## src/rtl/i2s_pkg.sv

```systemverilog
// Shared definitions for the I2S transmit scheduler.
//   state_t          : playback FSM states (IDLE, PRIME, RUN)
//   SAMPLE_W         : stereo sample word width ([31:16] left, [15:0] right)
//   X64_PER_FRAME    : x64 enables per I2S frame
//   X512_PER_X64     : x512 enables per x64 enable
//   sat_inc16        : 16-bit saturating increment
package i2s_pkg;

  localparam int SAMPLE_W      = 32;
  localparam int X64_PER_FRAME = 64;
  localparam int X512_PER_X64  = 8;

  typedef enum logic [1:0] {
    IDLE  = 2'd0,
    PRIME = 2'd1,
    RUN   = 2'd2
  } state_t;

  function automatic logic [15:0] sat_inc16(input logic [15:0] v);
    return (v == 16'hFFFF) ? v : v + 16'd1;
  endfunction

endpackage

```

## src/rtl/i2s_sample_fifo.sv

```systemverilog
// Single-clock first-word-fall-through sample FIFO.
//   clk, rst      : clock, async active-high reset (empties the FIFO)
//   i_wr_en       : write request (ignored while full)
//   i_wr_data     : word to write
//   i_rd_en       : pop request (ignored while empty)
//   o_rd_data     : head word, valid whenever o_empty is low
//   o_level       : occupancy, 0..DEPTH
//   o_full/o_empty: occupancy flags
// DEPTH must be a power of two so the pointers wrap naturally.
module i2s_sample_fifo
  import i2s_pkg::*;
#(
  parameter int DEPTH = 16,
  parameter int W     = SAMPLE_W
) (
  input  logic                       clk,
  input  logic                       rst,
  input  logic                       i_wr_en,
  input  logic [W-1:0]               i_wr_data,
  input  logic                       i_rd_en,
  output logic [W-1:0]               o_rd_data,
  output logic [$clog2(DEPTH):0]     o_level,
  output logic                       o_full,
  output logic                       o_empty
);

  localparam int AW = $clog2(DEPTH);
  localparam int LW = AW + 1;

  logic [W-1:0]  r_mem [DEPTH];
  logic [AW-1:0] r_wr_ptr;
  logic [AW-1:0] r_rd_ptr;
  logic [LW-1:0] r_level;
  logic          w_wr;
  logic          w_rd;

  assign o_full    = (r_level == LW'(DEPTH));
  assign o_empty   = (r_level == '0);
  assign o_level   = r_level;
  assign o_rd_data = r_mem[r_rd_ptr];

  // Full refuses writes even when a pop happens in the same cycle.
  assign w_wr = i_wr_en && !o_full;
  assign w_rd = i_rd_en && !o_empty;

  // Storage carries no reset; contents are only visible through a valid pointer.
  always_ff @(posedge clk) begin
    if (w_wr) r_mem[r_wr_ptr] <= i_wr_data;
  end

  always_ff @(posedge clk or posedge rst) begin
    if (rst) begin
      r_wr_ptr <= '0;
      r_rd_ptr <= '0;
      r_level  <= '0;
    end else begin
      if (w_wr) r_wr_ptr <= r_wr_ptr + AW'(1);
      if (w_rd) r_rd_ptr <= r_rd_ptr + AW'(1);
      case ({w_wr, w_rd})
        2'b10:   r_level <= r_level + LW'(1);
        2'b01:   r_level <= r_level - LW'(1);
        default: r_level <= r_level;
      endcase
    end
  end

endmodule

```

## src/rtl/i2s_tx_scheduler.sv

```systemverilog
// I2S transmit scheduler: feeds an i2s_encoder with sample-rate enables,
// a run enable and one 32-bit stereo word per frame.
//   clk, rst            : clock, async active-high reset
//   start / stop        : one-cycle playback requests
//   s_data/s_valid/s_ready : producer write port into the sample FIFO
//   ena_sampleRatex512  : x512 enable, every CLK_DIV_X512 clocks
//   ena_sampleRatex64   : x64 enable, every 8th x512 enable (coincident)
//   ena, data           : encoder run enable and current frame word
//   running             : FSM is in RUN
//   underrun(_clr/_cnt) : sticky flag, its clear, saturating event count
//   fifo_level          : FIFO occupancy
module i2s_tx_scheduler
  import i2s_pkg::*;
#(
  parameter int CLK_DIV_X512 = 4,
  parameter int FIFO_DEPTH   = 16,
  parameter int START_LEVEL  = 4
) (
  input  logic                          clk,
  input  logic                          rst,
  input  logic                          start,
  input  logic                          stop,
  input  logic [SAMPLE_W-1:0]           s_data,
  input  logic                          s_valid,
  output logic                          s_ready,
  output logic                          ena_sampleRatex512,
  output logic                          ena_sampleRatex64,
  output logic                          ena,
  output logic [SAMPLE_W-1:0]           data,
  output logic                          running,
  output logic                          underrun,
  input  logic                          underrun_clr,
  output logic [15:0]                   underrun_cnt,
  output logic [$clog2(FIFO_DEPTH):0]   fifo_level
);

  localparam int LW = $clog2(FIFO_DEPTH) + 1;
  localparam int DW = $clog2(CLK_DIV_X512);
  localparam int SW = $clog2(X512_PER_X64);
  localparam int PW = $clog2(X64_PER_FRAME);

  // ---------------- enable generator (free running) ----------------
  logic [DW-1:0] r_div_cnt;
  logic [SW-1:0] r_sub;
  logic [PW-1:0] r_phase;
  logic          w_x512;
  logic          w_x64;
  logic          w_boundary;

  assign w_x512 = (r_div_cnt == DW'(CLK_DIV_X512 - 1));
  assign w_x64  = w_x512 && (r_sub == SW'(X512_PER_X64 - 1));
  assign w_boundary = w_x64 && (r_phase == PW'(X64_PER_FRAME - 1));

  assign ena_sampleRatex512 = w_x512;
  assign ena_sampleRatex64  = w_x64;

  always_ff @(posedge clk or posedge rst) begin
    if (rst) begin
      r_div_cnt <= '0;
      r_sub     <= '0;
    end else begin
      r_div_cnt <= w_x512 ? '0 : r_div_cnt + DW'(1);
      if (w_x512) r_sub <= (r_sub == SW'(X512_PER_X64 - 1)) ? '0 : r_sub + SW'(1);
    end
  end

  // ---------------- sample FIFO ----------------
  logic [SAMPLE_W-1:0] w_rd_data;
  logic [LW-1:0]       w_level;
  logic                w_full;
  logic                w_empty;
  logic                w_push;
  logic                w_pop;

  assign s_ready    = !w_full;
  assign fifo_level = w_level;
  assign w_push     = s_valid && s_ready;

  i2s_sample_fifo #(
    .DEPTH (FIFO_DEPTH),
    .W     (SAMPLE_W)
  ) u_fifo (
    .clk       (clk),
    .rst       (rst),
    .i_wr_en   (w_push),
    .i_wr_data (s_data),
    .i_rd_en   (w_pop),
    .o_rd_data (w_rd_data),
    .o_level   (w_level),
    .o_full    (w_full),
    .o_empty   (w_empty)
  );

  // ---------------- playback FSM ----------------
  state_t              r_state;
  logic                r_stop_pending;
  logic                r_ena;
  logic                r_running;
  logic [SAMPLE_W-1:0] r_data;
  logic                r_underrun;
  logic [15:0]         r_underrun_cnt;
  logic                w_enter_run;
  logic                w_stop_now;
  logic                w_underrun_set;

  // A stop landing on the boundary cycle itself still ends this frame.
  assign w_stop_now  = r_stop_pending || stop;
  assign w_enter_run = (r_state == PRIME) && !stop && w_x64 &&
                       (w_level >= LW'(START_LEVEL));
  assign w_pop = w_enter_run ||
                 ((r_state == RUN) && w_boundary && !w_stop_now && !w_empty);
  assign w_underrun_set = (r_state == RUN) && w_boundary && !w_stop_now && w_empty;

  always_ff @(posedge clk or posedge rst) begin
    if (rst) begin
      r_state        <= IDLE;
      r_stop_pending <= 1'b0;
      r_ena          <= 1'b0;
      r_running      <= 1'b0;
      r_data         <= '0;
    end else begin
      case (r_state)
        IDLE: begin
          if (start) r_state <= PRIME;
        end
        PRIME: begin
          if (stop) begin
            r_state <= IDLE;
          end else if (w_enter_run) begin
            r_state   <= RUN;
            r_ena     <= 1'b1;
            r_running <= 1'b1;
            r_data    <= w_rd_data;
          end
        end
        RUN: begin
          if (w_boundary) begin
            if (w_stop_now) begin
              r_state        <= IDLE;
              r_ena          <= 1'b0;
              r_running      <= 1'b0;
              r_data         <= '0;
              r_stop_pending <= 1'b0;
            end else begin
              // Empty FIFO plays a mute frame.
              r_data <= w_empty ? '0 : w_rd_data;
            end
          end else if (stop) begin
            r_stop_pending <= 1'b1;
          end
        end
        default: r_state <= IDLE;
      endcase
    end
  end

  // Frame phase restarts at RUN entry so the first frame is a full one.
  always_ff @(posedge clk or posedge rst) begin
    if (rst)              r_phase <= '0;
    else if (w_enter_run) r_phase <= '0;
    else if (w_x64)       r_phase <= r_phase + PW'(1);
  end

  // Set beats clear when both land in the same cycle.
  always_ff @(posedge clk or posedge rst) begin
    if (rst) begin
      r_underrun     <= 1'b0;
      r_underrun_cnt <= '0;
    end else begin
      if (w_underrun_set) begin
        r_underrun     <= 1'b1;
        r_underrun_cnt <= sat_inc16(r_underrun_cnt);
      end else if (underrun_clr) begin
        r_underrun <= 1'b0;
      end
    end
  end

  assign ena          = r_ena;
  assign running      = r_running;
  assign data         = r_data;
  assign underrun     = r_underrun;
  assign underrun_cnt = r_underrun_cnt;

endmodule

```

## config.mk

```make
export PLATFORM = sky130hd
export DESIGN_NAME = i2s_tx_scheduler
export DESIGN_NICKNAME = d
export VERILOG_FILES = /design/src/rtl/i2s_pkg.sv /design/src/rtl/i2s_sample_fifo.sv /design/src/rtl/i2s_tx_scheduler.sv
export SDC_FILE = /design/constraint.sdc
export NUM_CORES = 1
export LEC_CHECK = 0
export CAP_MARGIN = 20
export CORE_UTILIZATION = 40
export CTS_CLUSTER_DIAMETER = 60
export DETAILED_ROUTE_END_ITERATION = 16
export GPL_TIMING_DRIVEN = 0
export PLACE_DENSITY = 0.57
export REMOVE_ABC_BUFFERS = 1
export SYNTH_ARGS = -nofsm -noshare
export SYNTH_HDL_FRONTEND = slang
export SYNTH_HIERARCHICAL = 1
export SYNTH_SLANG_ARGS = --single-unit
```

## constraint.sdc

```tcl
create_clock -name clk -period 9.3 [get_ports clk]
set_input_delay 1.86 -clock clk [delete_from_list [all_inputs] [get_ports clk]]
set_output_delay 1.86 -clock clk [all_outputs]
set_load 0.05 [all_outputs]
```

Yosys cells after proc, flatten, opt, wreduce, memory -nomap -nowiden
Memories as Yosys holds them, arrays and structs flattened.
Cells that the tools add are included.
Storage, ports and cells
  bits in writable memories: 512
  bits of input ports: 38
  logic and storage cells: 97
  register bits after elaboration: 77
  memories kept: 1
  output and inout port bits: 59
Operators by class
  bitwise gates (word level): 1
  magnitude comparators: 1
  add/sub/neg operators: 8
  eq/ne operators: 16
  reductions and logical operators: 30
  muxes and demuxes: 28
Memories
  u_fifo.r_mem: depth 16, bits a word 32, read ports 1, clocked after memory_dff 0, wr ports 1, RTL line i2s_sample_fifo.sv:30  | logic [W-1:0] r_mem [DEPTH];
Operators by type and width (number)
  two-way mux 32 bit: 5
  one-hot mux 32 bit (2 select lines): 1
  adder 16 x 1 -> 16 bit, second input constant: 1
  == test 16 bit, second input constant: 1
  logical AND 1 bit: 12
  two-way mux 2 bit: 6
  two-way mux 6 bit: 2
  two-way mux 1 bit: 10
  inequality test 2 bit, second input constant: 5
  one-hot mux 5 bit (2 select lines): 1
  nonzero test 2 bit: 5
  adder 4 x 1 -> 4 bit, second input constant: 2
  AND reduction 4 bit: 2
  adder 6 x 1 -> 6 bit, second input constant: 1
  == test 2 bit, second input constant: 3
  == test 6 bit, second input constant: 1
  one-hot mux 2 bit (3 select lines): 1
  adder 5 x 1 -> 5 bit, second input constant: 1
  == test 5 bit, second input constant: 1
  greater-or-equal comparator 5 x 3 -> 1 bit, second input constant: 1
  zero test 5 bit: 1
  AND reduction 5 bit: 1
  subtractor 5 x 1 -> 5 bit, second input constant: 1
  == test 2 x 1 -> 1 bit, second input constant: 2
  other kinds (13): 17

Longest topological paths before layout
  depth in word-level cells: 10
  gate-level depth with buffers: 16
  depth with buffers taken out: 15

By module
The synthesis kept the hierarchy.
Modules (own cells, without submodules)
  i2s_sample_fifo: area an instance 20422.1 µm², cells each 1013, sequential area each 15700.1 µm², times used 1
  i2s_tx_scheduler: area an instance 2842.7 µm², cells each 289, sequential area each 1601.5 µm², times used 1

Worst setup path after synthesis
No wires, ideal clock.
  kind: input port to flip-flop
  start: input port s_valid
  end: memory u_fifo/r_mem[3][0] (netlist name) (enable)
  slack: 4.260 ns
  setup time: 0.461 ns
  stages on the path: 5
  buffers on the path: 1
  data arrival time: 4.579 ns
  data required time: 8.839 ns
  path through: nor2b_1 -> and2_1 -> buf_2 -> nand2_1 -> nor3_1
Between the ends
  cells in the longest elaborated chain, start to end: 4
Ends and longest elaborated chain
  start, declared: RTL line i2s_tx_scheduler.sv:24  | input logic s_valid,
  logical AND 1 bit: RTL line i2s_tx_scheduler.sv:77  | assign w_push = s_valid && s_ready;
  logical AND 1 bit: RTL line i2s_sample_fifo.sv:43  | assign w_wr = i_wr_en && !o_full;
  two-way mux 1 bit: RTL line i2s_sample_fifo.sv:48  | if (w_wr) r_mem[r_wr_ptr] <= i_wr_data;
  two-way mux 1 bit (implied by the code): RTL line i2s_sample_fifo.sv:48
  end, declared: RTL line i2s_sample_fifo.sv:30
Every way passes these cells.

Worst setup path in the final report
  start: input port stop
  end: register u_fifo.r_level[4] (netlist: u_fifo/o_level[4])
Between the ends
  cells in the longest elaborated chain, start to end: 8
  elaborated cells between the ends (all ways): 14
  those cells by class: eq/ne (2); mux (1); reduce/logical (11)
Ends and longest elaborated chain
  start, declared: RTL line i2s_tx_scheduler.sv:22  | input logic stop,
  zero test 1 bit or logical OR 1 bit (tied branches): RTL line i2s_tx_scheduler.sv:108, i2s_tx_scheduler.sv:107
  logical AND 1 bit or zero test 1 bit (tied branches): RTL line i2s_tx_scheduler.sv:108, i2s_tx_scheduler.sv:111
  logical AND 1 bit (on tied branches) (2 in series): RTL line i2s_tx_scheduler.sv:108, i2s_tx_scheduler.sv:111
  logical OR 1 bit *: RTL line i2s_tx_scheduler.sv:110  | assign w_pop = w_enter_run ||
  named net w_pop: RTL line i2s_tx_scheduler.sv:73  | logic w_pop;
  logical AND 1 bit *: RTL line i2s_sample_fifo.sv:44  | assign w_rd = i_rd_en && !o_empty;
  == test 2 x 1 -> 1 bit or == test 2 bit (tied branches): RTL line i2s_sample_fifo.sv:59  | case ({w_wr, w_rd})
  one-hot mux 5 bit (2 select lines) or nonzero test 2 bit (tied branches)
  end signal, assigned: RTL line i2s_sample_fifo.sv:60  | 2'b10: r_level <= r_level + LW'(1);
  end signal, assigned: RTL line i2s_sample_fifo.sv:61  | 2'b01: r_level <= r_level - LW'(1);
  end signal, assigned: RTL line i2s_sample_fifo.sv:62  | default: r_level <= r_level;
  end, declared: RTL line i2s_sample_fifo.sv:33  | logic [LW-1:0] r_level;
The timed path passes the listed nets; every way through them passes the cells marked *.
A chain may end at the register's enable or synchronous reset.

==> impl_metrics.toml <==
[layout]
area_delta_synth_final_pct = 18.3
drive_gt1_share_pct = 14.9
fillers = 4795
multi_input_area_um2 = 5570
nets = 1484
register_area_um2 = 17300

[logic_synthesis]
synth_top_area_share_pct = 66.1
syn_area_um2 = 23300
ys.flop_type = "edfxtp_1"
ys_top_cells_by_area = "edfxtp_1 (66%), dfrtp_1 (8.3%), mux4_2 (5.8%), mux2i_1 (5.6%), a221oi_1 (2.4%)"
yosysSeqAreaShare_pct = 74.4
yosysTopAreaCell = "edfxtp_1"
synthesis.instances = 1302
synth.distinct_cells = 47
synth_edf_count = 512
yosysWarnings = 6
syn_area_per_cell_um2 = 17.9
ys_ff_latch = 589
netlist_top_cells_count = "edfxtp_1 (512), mux2i_1 (131), nand2_1 (118)"
async_flop_share_pct = 13.1
yosysMostFrequentCell = "edfxtp_1"

[clock_tree]
post-cts-setup-buffer-count = 0
clock_path_buffers = 3
clock_latency_ns = 0.63
cts_root_buffer = "clkbuf_16"
hold_buffers = 0
clock-sinks = 589
cts_tree = "built"
cts.clk_slew.worst_paths_ns = 0.06
numCtsBuffers = 61
h-tree-depth = 2
post_cts_resized = 0

[detailed_routing]
wl_per_cell_um = 23.0
drt_first_pass_iters = 5
wirelength_mm = 51.7
drc = 0
ant_nets = 0
drt_iter0_markers = 823
num_vias = 11949
via_per_inst = 5.32

[min_path]
min_path_type = "reg2reg"

[floorplan]
num_rows = 88
die_area_um2 = 59100
initial_utilization_pct = 40.4
core_um2 = 57600
die_width_um = 243
fp.dieH_um = 243
io_pins = 97

[setup_path]
crit_path_frequent_cell = "nor2b_1"
critical_path.cell_chain = "clkdlybuf4s50_1 -> nor3_1 -> nand2_1 -> o41ai_1 -> nor2b_1 -> ha_1 -> inv_1 -> fa_1 -> nor2b_1 -> o21ai_0 -> nand3_1 -> or3b_1 -> xnor2_1"
start_kind = "input port"
cpMaxStageDelayCell = "clkdlybuf4s50_1"
end_kind = "flop"
cp.required_ns = 9.80
critPathMaxFanout = 8
critPathKind = "in2reg"
arrival_ns = 5.41
cpPeakStageDelay_ns = 0.61

[timing]
fmax_ghz = 0.204
setup_tns_ns = 0
hold_violations = 0
grt_setup_unrepaired = "no"
setup_viol = 0
hold-worst-slack_ns = 0.428
fin_skew_ns = 0.0267
min_period_ns = 4.91
relSlewSlack_pct = 33.6
tightest_slew_ns = 0.991
period_share_pct = 52.8
drv_slew = 0

[global_route]
grt_pass1_wl_mm = 78.3
antenna_found_initial = 2
grt_max_degree = 46
grt_pass1_vias = 12355
grt.overflow.total = 0
grtUsageTotal_pct = 17.8

[status]
outcome = "finished clean"

[power]
p_per_area_nw_per_um2 = 245
peakVddDrop_uv = 171
p_leak_nw = 9.51

[place]
portBuffers = 96
gp_congestion = 0.717
place_hpwl_mm = 31.5

[flow_run]
cap_violations = 0
## per-layer routing
layer | track usage, % | vias up | part of all wire, %
li1 | - | 5441 | -
met1 | 24.8 | 6189 | 45
met2 | 28.8 | 250 | 48
met3 | 3.33 | 67 | 4.4
met4 | 4.27 | 2 | 1.7
met5 | 0 | - | 0.017
## worst max-delay path, delay by kind of cell
family                   cells  cell delay (ns)
AO/OA/AOI/OAI                2             0.21
XOR/XNOR                     1             0.13
adder cells (fa/ha/maj)      2             0.73
buffers and inverters        2             0.71
AND/OR/NAND/NOR              6             1.76
## cell usage in the layout, fill, tap and decap left out, types with 19 or more instances in the layout
master           count
edfxtp_1           512
mux2i_1            131
nand2_1            118
clkdlybuf4s50_1     96
dfrtp_1             73
a221oi_1            64
clkbuf_16           62
mux4_2              60
o21ai_0             44
a22oi_1             32
o21ai_1             30
xnor2_1             19
## report_power, final
group	total (W)	switching, W	internal [W]
sequential	0.00326	0.000114	0.00315
clock	0.00232	0.000986	0.00134
combinational	0.00115	0.000681	0.000474
total	0.00674	0.00178	0.00496
## final timing paths
path	startpoint	endpoint	slack, ns	cells past startpoint
max	stop	u_fifo/o_level[4]	4.39	13
min	r_div_cnt[0]	r_div_cnt[0]	0.43	1
max reg2reg	r_sub[0]	u_fifo/o_level[4]	5.62	14
min reg2reg	r_div_cnt[0]	r_div_cnt[0]	0.43	1
max in group asynchronous	rst	data[17]	7.07	3
min in group asynchronous	rst	r_stop_pending	1.63	2
## final cells by class
cell class,instances,area share [%]
Clock buffer,79,5.91
Inverter,15,0.214
Multi-Input combinational cell,626,20.2
Antenna cell,1,0.00909
Sequential cell,589,62.9
Timing Repair Buffer,138,6.27
Tap cell,765,3.48
Clock inverter,32,0.991
## registers in the layout, indices dropped and copies added (netlist names)
name / cells
u_fifo/r_mem: 512
data: 32
underrun_cnt: 16
r_phase: 6
u_fifo/o_level: 5
u_fifo/r_rd_ptr: 4
u_fifo/r_wr_ptr: 4
r_sub: 3
r_div_cnt: 2
r_state: 2
r_stop_pending: 1
running: 1
underrun: 1
## metrics by stage
stage               utilization (%)  instances  setup WS, ns  cell area, µm²  total power, W
floorplan                         -       1230          1.25           22800         0.00418
global placement               42.9       2091         -2.08           24700         0.00462
detailed placement             44.5       2133          3.76           25600         0.00449
CTS                            47.8       2244          4.42           27500         0.00683
global route                   47.8       2245          4.07           27500         0.00701
finish                         47.8       2245          4.39           27500         0.00674
## cells by family after synthesis
kind of cell / after synthesis / synth area share [%]
AO/OA/AOI/OAI: 179 / 5.29
XOR/XNOR: 26 / 0.979
adder cells (fa/ha/maj): 15 / 0.839
buffers and inverters: 87 / 2.30
flip-flops: 589 / 74.4
multiplexers: 199 / 12.1
AND/OR/NAND/NOR: 207 / 4.14
Note: power is estimated with default switching activity, not from simulation.
